===== config.mk =====
export PLATFORM = sky130hd
export DESIGN_NAME = master_bus_arbiter
export DESIGN_NICKNAME = d
export VERILOG_FILES = /design/src/rtl/master_bus_arbiter_pkg.sv /design/src/rtl/master_bus_arbiter_rr_priority_picker.sv /design/src/rtl/master_bus_arbiter.sv
export SDC_FILE = /design/constraint.sdc
export NUM_CORES = 1
export LEC_CHECK = 0
export ABC_AREA = 1
export CORE_MARGIN = 2
export CORE_UTILIZATION = 44
export DETAILED_ROUTE_END_ITERATION = 12
export GPL_ROUTABILITY_DRIVEN = 0
export PLACE_DENSITY = 0.82
export SYNTH_ARGS = -nofsm -noshare
export SYNTH_HDL_FRONTEND = slang
export SYNTH_SLANG_ARGS = --single-unit

===== constraint.sdc =====
create_clock -name clk -period 1.3 [get_ports clk]
set_input_delay 0.39 -clock clk [delete_from_list [all_inputs] [get_ports clk]]
set_output_delay 0.39 -clock clk [all_outputs]
set_load 0.05 [all_outputs]

===== src/rtl/master_bus_arbiter_pkg.sv =====
// Shared types and helpers for the N-master bus arbiter.
// Pure declarations: no latency or backpressure of its own.
package master_bus_arbiter_pkg;

  localparam int MAX_BUS_MASTERS = 8;

  typedef enum logic {
    ARB_IDLE = 1'b0,
    ARB_BUSY = 1'b1
  } arb_state_t;

  // Zero input maps to index 0; callers qualify with their own busy/valid flag.
  function automatic int onehot_to_idx(input logic [MAX_BUS_MASTERS-1:0] oneHot);
    int idx;
    idx = 0;
    for (int i = 0; i < MAX_BUS_MASTERS; i++) begin
      if (oneHot[i]) idx = i;
    end
    return idx;
  endfunction

endpackage


===== src/rtl/master_bus_arbiter_rr_priority_picker.sv =====
// Rotating-priority picker: first requester found searching upward from ptr, wrapping.
// Purely combinational, zero latency; no backpressure (winner is all zeros when req is zero).
module rr_priority_picker #(
  parameter int N     = 2,
  parameter int IDX_W = 1
) (
  input  logic [N-1:0]     req,
  input  logic [IDX_W-1:0] ptr,
  output logic [N-1:0]     winner,
  output logic [IDX_W-1:0] winnerIdx
);

  logic found;

  always_comb begin
    winner    = '0;
    winnerIdx = '0;
    found     = 1'b0;
    for (int i = 0; i < N; i++) begin
      if (!found && req[(int'(ptr) + i) % N]) begin
        found                        = 1'b1;
        winner[(int'(ptr) + i) % N]  = 1'b1;
        winnerIdx                    = IDX_W'((int'(ptr) + i) % N);
      end
    end
  end

endmodule


===== src/rtl/master_bus_arbiter.sv =====
// N-master to 1-slave arbiter holding the grant for a whole transaction, with a stall watchdog.
// Request-to-slaveCmdValid latency 1 cycle; one idle bubble after each completion, abort or timeout.
module master_bus_arbiter
  import master_bus_arbiter_pkg::*;
#(
  parameter int  NUM_MASTERS = 2,
  parameter type TCmd        = logic,
  parameter type TResult     = logic,
  parameter int  ROUND_ROBIN = 1,
  parameter int  TIMEOUT     = 64
) (
  input  logic                   clk,
  input  logic                   rst_n,
  input  TCmd                    masterCmd [NUM_MASTERS],
  input  logic [NUM_MASTERS-1:0] masterCmdValid,
  output TResult                 masterResult [NUM_MASTERS],
  output logic [NUM_MASTERS-1:0] masterDone,
  output TCmd                    slaveCmd,
  output logic                   slaveCmdValid,
  input  TResult                 slaveResult,
  input  logic                   slaveDone,
  output logic [NUM_MASTERS-1:0] grant,
  output logic                   timeoutErr
);

  localparam int IDX_W = (NUM_MASTERS > 1) ? $clog2(NUM_MASTERS) : 1;
  localparam int CNT_W = ($clog2(TIMEOUT + 1) > 1) ? $clog2(TIMEOUT + 1) : 1;
  localparam logic [IDX_W-1:0] LAST_IDX = IDX_W'(NUM_MASTERS - 1);
  localparam logic [CNT_W-1:0] WD_LAST  = CNT_W'((TIMEOUT > 0) ? TIMEOUT - 1 : 0);

  arb_state_t             state, stateNext;
  logic [NUM_MASTERS-1:0] grantNext;
  logic [IDX_W-1:0]       ptr, ptrNext;
  logic [CNT_W-1:0]       wdCount, wdCountNext;

  logic [IDX_W-1:0]       ownerIdx;
  logic [IDX_W-1:0]       pickPtr;
  logic [NUM_MASTERS-1:0] pickWinner;
  logic [IDX_W-1:0]       pickIdx;
  logic                   busy;
  logic                   xferDone;
  logic                   abort;
  logic                   wdHit;
  logic [IDX_W-1:0]       rotPtr;

  // Fixed priority is just the rotating picker with its search start pinned to master 0.
  assign pickPtr = (ROUND_ROBIN != 0) ? ptr : '0;

  rr_priority_picker #(
    .N     (NUM_MASTERS),
    .IDX_W (IDX_W)
  ) uPicker (
    .req       (masterCmdValid),
    .ptr       (pickPtr),
    .winner    (pickWinner),
    .winnerIdx (pickIdx)
  );

  assign ownerIdx = IDX_W'(onehot_to_idx(MAX_BUS_MASTERS'(grant)));
  assign busy     = (state == ARB_BUSY);
  assign xferDone = busy && slaveDone;
  assign abort    = busy && !slaveDone && !masterCmdValid[ownerIdx];
  assign wdHit    = (TIMEOUT > 0) && busy && !slaveDone && (wdCount == WD_LAST);
  assign rotPtr   = (ownerIdx == LAST_IDX) ? '0 : ownerIdx + 1'b1;

  assign slaveCmd      = busy ? masterCmd[ownerIdx] : '0;
  assign slaveCmdValid = busy && masterCmdValid[ownerIdx];
  assign masterDone    = xferDone ? grant : '0;
  assign timeoutErr    = wdHit;

  always_comb begin
    for (int i = 0; i < NUM_MASTERS; i++) begin
      masterResult[i] = (xferDone && grant[i]) ? slaveResult : '0;
    end
  end

  always_comb begin
    stateNext   = state;
    grantNext   = grant;
    ptrNext     = ptr;
    wdCountNext = wdCount;
    case (state)
      ARB_IDLE: begin
        if (|masterCmdValid) begin
          stateNext   = ARB_BUSY;
          grantNext   = pickWinner;
          wdCountNext = '0;
        end
      end
      ARB_BUSY: begin
        // Done wins over a simultaneous valid drop, so completion is checked first.
        if (xferDone || abort || wdHit) begin
          stateNext = ARB_IDLE;
          grantNext = '0;
          ptrNext   = (ROUND_ROBIN != 0) ? rotPtr : '0;
        end else if (wdCount != '1) begin
          wdCountNext = wdCount + 1'b1;
        end
      end
      default: begin
        stateNext = ARB_IDLE;
        grantNext = '0;
      end
    endcase
  end

  always_ff @(posedge clk or negedge rst_n) begin
    if (!rst_n) begin
      state   <= ARB_IDLE;
      grant   <= '0;
      ptr     <= '0;
      wdCount <= '0;
    end else begin
      state   <= stateNext;
      grant   <= grantNext;
      ptr     <= ptrNext;
      wdCount <= wdCountNext;
    end
  end

  grantOneHot: assert property (@(posedge clk) disable iff (!rst_n) $onehot0(grant));
  doneOneHot:  assert property (@(posedge clk) disable iff (!rst_n) $onehot0(masterDone));
  doneOwned:   assert property (@(posedge clk) disable iff (!rst_n) (masterDone & ~grant) == '0);
  pickSane:    assert property (@(posedge clk) disable iff (!rst_n)
                                (|masterCmdValid) |-> pickWinner[pickIdx]);

endmodule


==> results.sh, run 1 <==
export IMPL_hold_buffers=0
export IMPL_muxShareOfSynthArea=0
export IMPL_synth_nets=128
export IMPL_post_synth_num_cell_types=22
export IMPL_avgSynthCellArea_um2=6.813
export IMPL_cts_made_buffers=3
export IMPL_die_w_um=46.93
export IMPL_synth_compound_area_frac=0.04321
export IMPL_ys_ff_latch=11
export IMPL_die_height_um=46.93
export IMPL_synth_top_family_by_area="simple AND/OR/NAND/NOR gates"
export IMPL_failed_stage="global routing (5_1_grt)"
export IMPL_dpl_hpwl_um=2025
export IMPL_grt_worst_endpoint="timeoutErr"
export IMPL_portBuffers=16
export IMPL_endpoint_type="top-level output"
export IMPL_synthCells=119
export IMPL_h_tree_depth=1
export IMPL_clk_path_buf_depth=2
export IMPL_grt_start_max_net_pins=12
export IMPL_syn_area_um2=810.8
export IMPL_start_util=0.4696
export IMPL_status="stopped before the end"
export IMPL_ios=17
export IMPL_synthSimpleGateAreaFrac=0.5000
export IMPL_cts_sinks=11
export IMPL_synth_xor_area_frac=0
export IMPL_synth_seq_area_share=0.3395
export IMPL_cts_root_buf="clkbuf_4"
export IMPL_rows=15
export IMPL_synth_fa_ha_area_frac=0.01543
export IMPL_synth_warnings=0
export IMPL_stop_error="[ERROR DPL-0038] Utilization greater than 100%, impossible to legalize"
what timing repair did:
item	4_1_cts
endpoints found under the setup margin	19
gates cloned	1
pin swaps	25
buffers inserted	11
gates resized for setup	31
Yosys cell counts:
master	count	area share
nand2_1	40	0.19
nor2_1	20	0.093
inv_1	13	0.060
dfrtp_1	11	0.34
nand3_1	7	0.043
nand4_1	6	0.046
nand3_2	3	0.037
nand2_2	2	0.015
nor2_4	2	0.028
nor3_1	2	0.012
o21ai_0	2	0.012
a21boi_1	1	0.0093
a21oi_1	1	0.0062
buf_4	1	0.0093
buf_6	1	0.014
ha_1	1	0.015
inv_2	1	0.0046
inv_8	1	0.014
nand2_4	1	0.014
nand4_4	1	0.026
o211ai_1	1	0.0093
o21ai_1	1	0.0062
kinds of logic after synthesis:
kind of cell | count (synthesis)
adders and majority gates | 1
DFF | 11
buffers and inverters | 17
and+or+nand+nor | 84
AOI/OAI and AO/OA | 6
through the flow:
| step | std cells | area (µm²) | setup WS [ns] | TNS [ns] |
|---|---|---|---|---|
| 3_5_place_dp | 182 | 1370 | -0.5739 | -8.664 |
| 2_1_floorplan | 119 | 902.1 | -0.3027 | -0.7013 |
| 4_1_cts | 196 | 1577 | -0.4563 | -4.221 |
| 3_3_place_gp | 182 | 1370 | -0.5460 | -7.996 |
==> inputs of run 2 (changes only) <==
--- a/config.mk
+++ b/config.mk
@@ -6,11 +6,11 @@
 export NUM_CORES = 1
 export LEC_CHECK = 0
 export ABC_AREA = 1
-export CORE_MARGIN = 2
-export CORE_UTILIZATION = 44
+export CORE_AREA = 2 2 63 65
 export DETAILED_ROUTE_END_ITERATION = 12
+export DIE_AREA = 0 0 65 67
 export GPL_ROUTABILITY_DRIVEN = 0
-export PLACE_DENSITY = 0.82
+export PLACE_DENSITY_LB_ADDON = 0.15
 export SYNTH_ARGS = -nofsm -noshare
 export SYNTH_HDL_FRONTEND = slang
 export SYNTH_SLANG_ARGS = --single-unit
==> constraint.sdc (replaced) <==
create_clock -name clk -period 1.7 [get_ports clk]
set_input_delay 0.51 -clock clk [delete_from_list [all_inputs] [get_ports clk]]
set_output_delay 0.51 -clock clk [all_outputs]
set_load 0.05 [all_outputs]
==> run 2 against run 1 <==
The flow now finishes, with violations (negative setup slack). Synthesized cell count unchanged. Area after synthesis unchanged.
==> results.sh, run 2 <==
export IMPL_status="finished, violations left"
export IMPL_violations="negative setup slack"
export IMPL_seq_area_um2=277.8
export IMPL_multi_input_area_um2=546.8
export IMPL_antenna_found_initial=0
export IMPL_avgSynthCellArea_um2=6.813
export IMPL_rows=22
export IMPL_overflow=0
export IMPL_start_util=0.2248
export IMPL_die_w_um=65
export IMPL_synth_area_leader_cell="dfrtp_1"
export IMPL_synth_warnings=0
export IMPL_timing_critical_path_arrival_ns=1.32
export IMPL_wl_met1_um=1133
export IMPL_stdcell_count=220
export IMPL_n_antenna_cell=0
export IMPL_ant_nets=0
export IMPL_tightest_slew_ns=0.3171
export IMPL_hp_start="wdCount[6]$_DFFE_PN0P_"
export IMPL_maxSlewHeadroom=0.7878
export IMPL_syn_area_um2=810.8
export IMPL_hold_buffers=0
export IMPL_synthCells=119
export IMPL_finalWirelength_um=2493
export IMPL_setup_violations=1
export IMPL_crit_buf_inv=1
export IMPL_cts_tree="done"
export IMPL_mostFrequentLayoutCell="nand2_1"
export IMPL_drt_initial_drc_count=33
export IMPL_clkTransAtPathRegs_ns=0.05
export IMPL_fin_skew_ns=0.002516
export IMPL_synthArstFlopShare=1.000
export IMPL_dr_max_layer_used="met4"
export IMPL_fmax_mhz=545.5
export IMPL_cp_max_fo=2
export IMPL_min_path_type="flip-flop to flip-flop"
export IMPL_grt_start_max_net_pins=12
export IMPL_die_height_um=67
export IMPL_route_detailed_drc=0
export IMPL_synth_seq_area_share=0.3395
export IMPL_vias=947
export IMPL_crit_required_ns=1.19
export IMPL_cts_sinks=11
export IMPL_powerDensity_nw_per_um2=1520
export IMPL_die_area_um2=4355
export IMPL_top_register="wdCount"
export IMPL_cp_end_kind="output port"
export IMPL_post_drt_wl_per_cell_um=11.33
export IMPL_synth_top_area_frac=0.3395
export IMPL_clk_path_buf_depth=2
export IMPL_reg2reg_from="grant[1]$_DFFE_PN0P_"
export IMPL_core_area_um2=3606
export IMPL_crit_top_cell="nor2_4"
export IMPL_dpl_hpwl_um=1735
export IMPL_route_met2_wl_um=1231
export IMPL_grt_total_usage=0.1267
export IMPL_synth_area_top_cells="dfrtp_1 (34%), nand2_1 (19%), nor2_1 (9.3%), inv_1 (6.0%), nand4_1 (4.6%)"
export IMPL_placed_cells=199
export IMPL_layout_common_cells="nand2_1 (36), buf_4 (32), nor2_1 (16)"
export IMPL_netlist_top_cells_count="nand2_1 (40), nor2_1 (20), inv_1 (13), dfrtp_1 (11), nand3_1 (7)"
export IMPL_h_tree_depth=1
export IMPL_largest_reg_flops=7
export IMPL_crit_family="simple AND/OR/NAND/NOR gates"
export IMPL_finish_net_count=182
export IMPL_cap_violations=0
export IMPL_portBuffers=16
export IMPL_finalMaxSlewViolations=0
export IMPL_fin_crit_sh=1.078
export IMPL_ios=17
export IMPL_synth_edf_count=0
export IMPL_crit_chain="ha_4 -> nand3_4 -> nor2_4 -> nand2_2 -> nor2_4 -> buf_12"
export IMPL_wl_met3_um=97
export IMPL_ys_flop_type="dfrtp_1"
export IMPL_slowest_stage="dfrtp_1"
export IMPL_rsz0062_at_grt="true"
export IMPL_critPathLaunchType="flip-flop"
export IMPL_clk_latency_ns=0.24
export IMPL_layout_drive_gt1_share=0.4360
export IMPL_post_synth_num_cell_types=22
export IMPL_p_leak_nw=0.7529
export IMPL_worst_slack_ns=-0.1333
export IMPL_post_route_util=0.4171
export IMPL_fillers=371
export IMPL_cts_made_buffers=3
export IMPL_final_hold_violation_count=0
export IMPL_min_period_ns=1.833
export IMPL_drt_pass1_iter_count=4
export IMPL_vias_per_cell=4.305
export IMPL_max_stage_delay_ns=0.38
export IMPL_grt_pass1_vias=876
export IMPL_yosysMostFrequentCell="nand2_1"
export IMPL_areaGrowthSynthToFinish_pct=85.49
export IMPL_worst_r2r_setup_slack_ns=0.08
export IMPL_top_regs="wdCount (7), grant (2)"
export IMPL_critPathKind="flip-flop to output port"
export IMPL_cp_startpoint="wdCount[1]$_DFFE_PN0P_"
export IMPL_synth_nets=128
export IMPL_ys_ff_latch=11
export IMPL_grt_pass1_wl_um=4174
export IMPL_ir_drop_mv=0.9465
export IMPL_cts_root_buf="clkbuf_8"
run 2: cell counts after synthesis:
Identical to the previous run, type by type.
run 2: metrics by stage:
step | hold slack [ns] | area [µm²] | power [W] | TNS [ns] | setup WS [ns]
CTS | 0.5045 | 1449 | 0.002169 | -0.1676 | -0.1558
global placement | 0.4883 | 1272 | 0.001677 | -3.259 | -0.3586
detailed placement | 0.4920 | 1272 | 0.001682 | -3.607 | -0.3812
global route | 0.5510 | 1504 | 0.002429 | -0.2738 | -0.2078
finish | 0.5092 | 1504 | 0.002287 | -0.1333 | -0.1333
floorplan | 0.2144 | 845.8 | 0.001129 | -0.3413 | -0.1134
run 2: cells by family (layout without fill, tap and decap cells):
kind of cell | count (synthesis) | count (layout) | synth area share
AO/OA/AOI/OAI | 6 | 6 | 0.04321
buffers and inverters | 17 | 69 | 0.1019
adder cells (fa/ha/maj) | 1 | 1 | 0.01543
flip-flops | 11 | 11 | 0.3395
AND/OR/NAND/NOR | 84 | 85 | 0.5000
run 2: final timing paths:
path,to,depth (start not counted)
worst max register to register,grant[0]$_DFFE_PN0P_,10
worst max-delay path,timeoutErr,6
worst min register to register,wdCount[6]$_DFFE_PN0P_,2
worst min-delay path,wdCount[6]$_DFFE_PN0P_,2
max in group asynchronous,grant[1]$_DFFE_PN0P_,2
min in group asynchronous,wdCount[6]$_DFFE_PN0P_,2
run 2: cell type report:
| class | instances | share of cell area |
|---|---|---|
| Timing Repair Buffer | 50 | 0.3378 |
| Tap cell | 48 | 0.03993 |
| Sequential cell | 11 | 0.1847 |
| Clock buffer | 4 | 0.02995 |
| Inverter | 15 | 0.04409 |
| Multi-Input combinational cell | 92 | 0.3636 |
run 2: layer usage:
metal  track usage  up-vias
li1              -      484
met1        0.1524      445
met2        0.2178       14
met3       0.03041        4
met4       0.04787        0
met5             0        -
run 2: what timing repair did:
action | CTS | global route
cloned | 0 | 1
buffers inserted | 12 | 4
endpoints found under the setup margin | 7 | 14
resized for setup | 21 | 5
pin swaps | 10 | 6
run 2: tightest hold or removal path: stages, from the launching register on:
cell and delay (ns):
dfrtp_1 0.36, nand2_1 0.06, nand2_1 0.05
run 2: report_power, final:
part,switching (W),leakage (nW),internal [W]
Combinational,0.000817,0.589,0.000758
Clock,0.000104,0.0228,0.000165
Sequential,0.0000917,0.141,0.000350
Note: power is estimated with default switching activity, not from simulation.
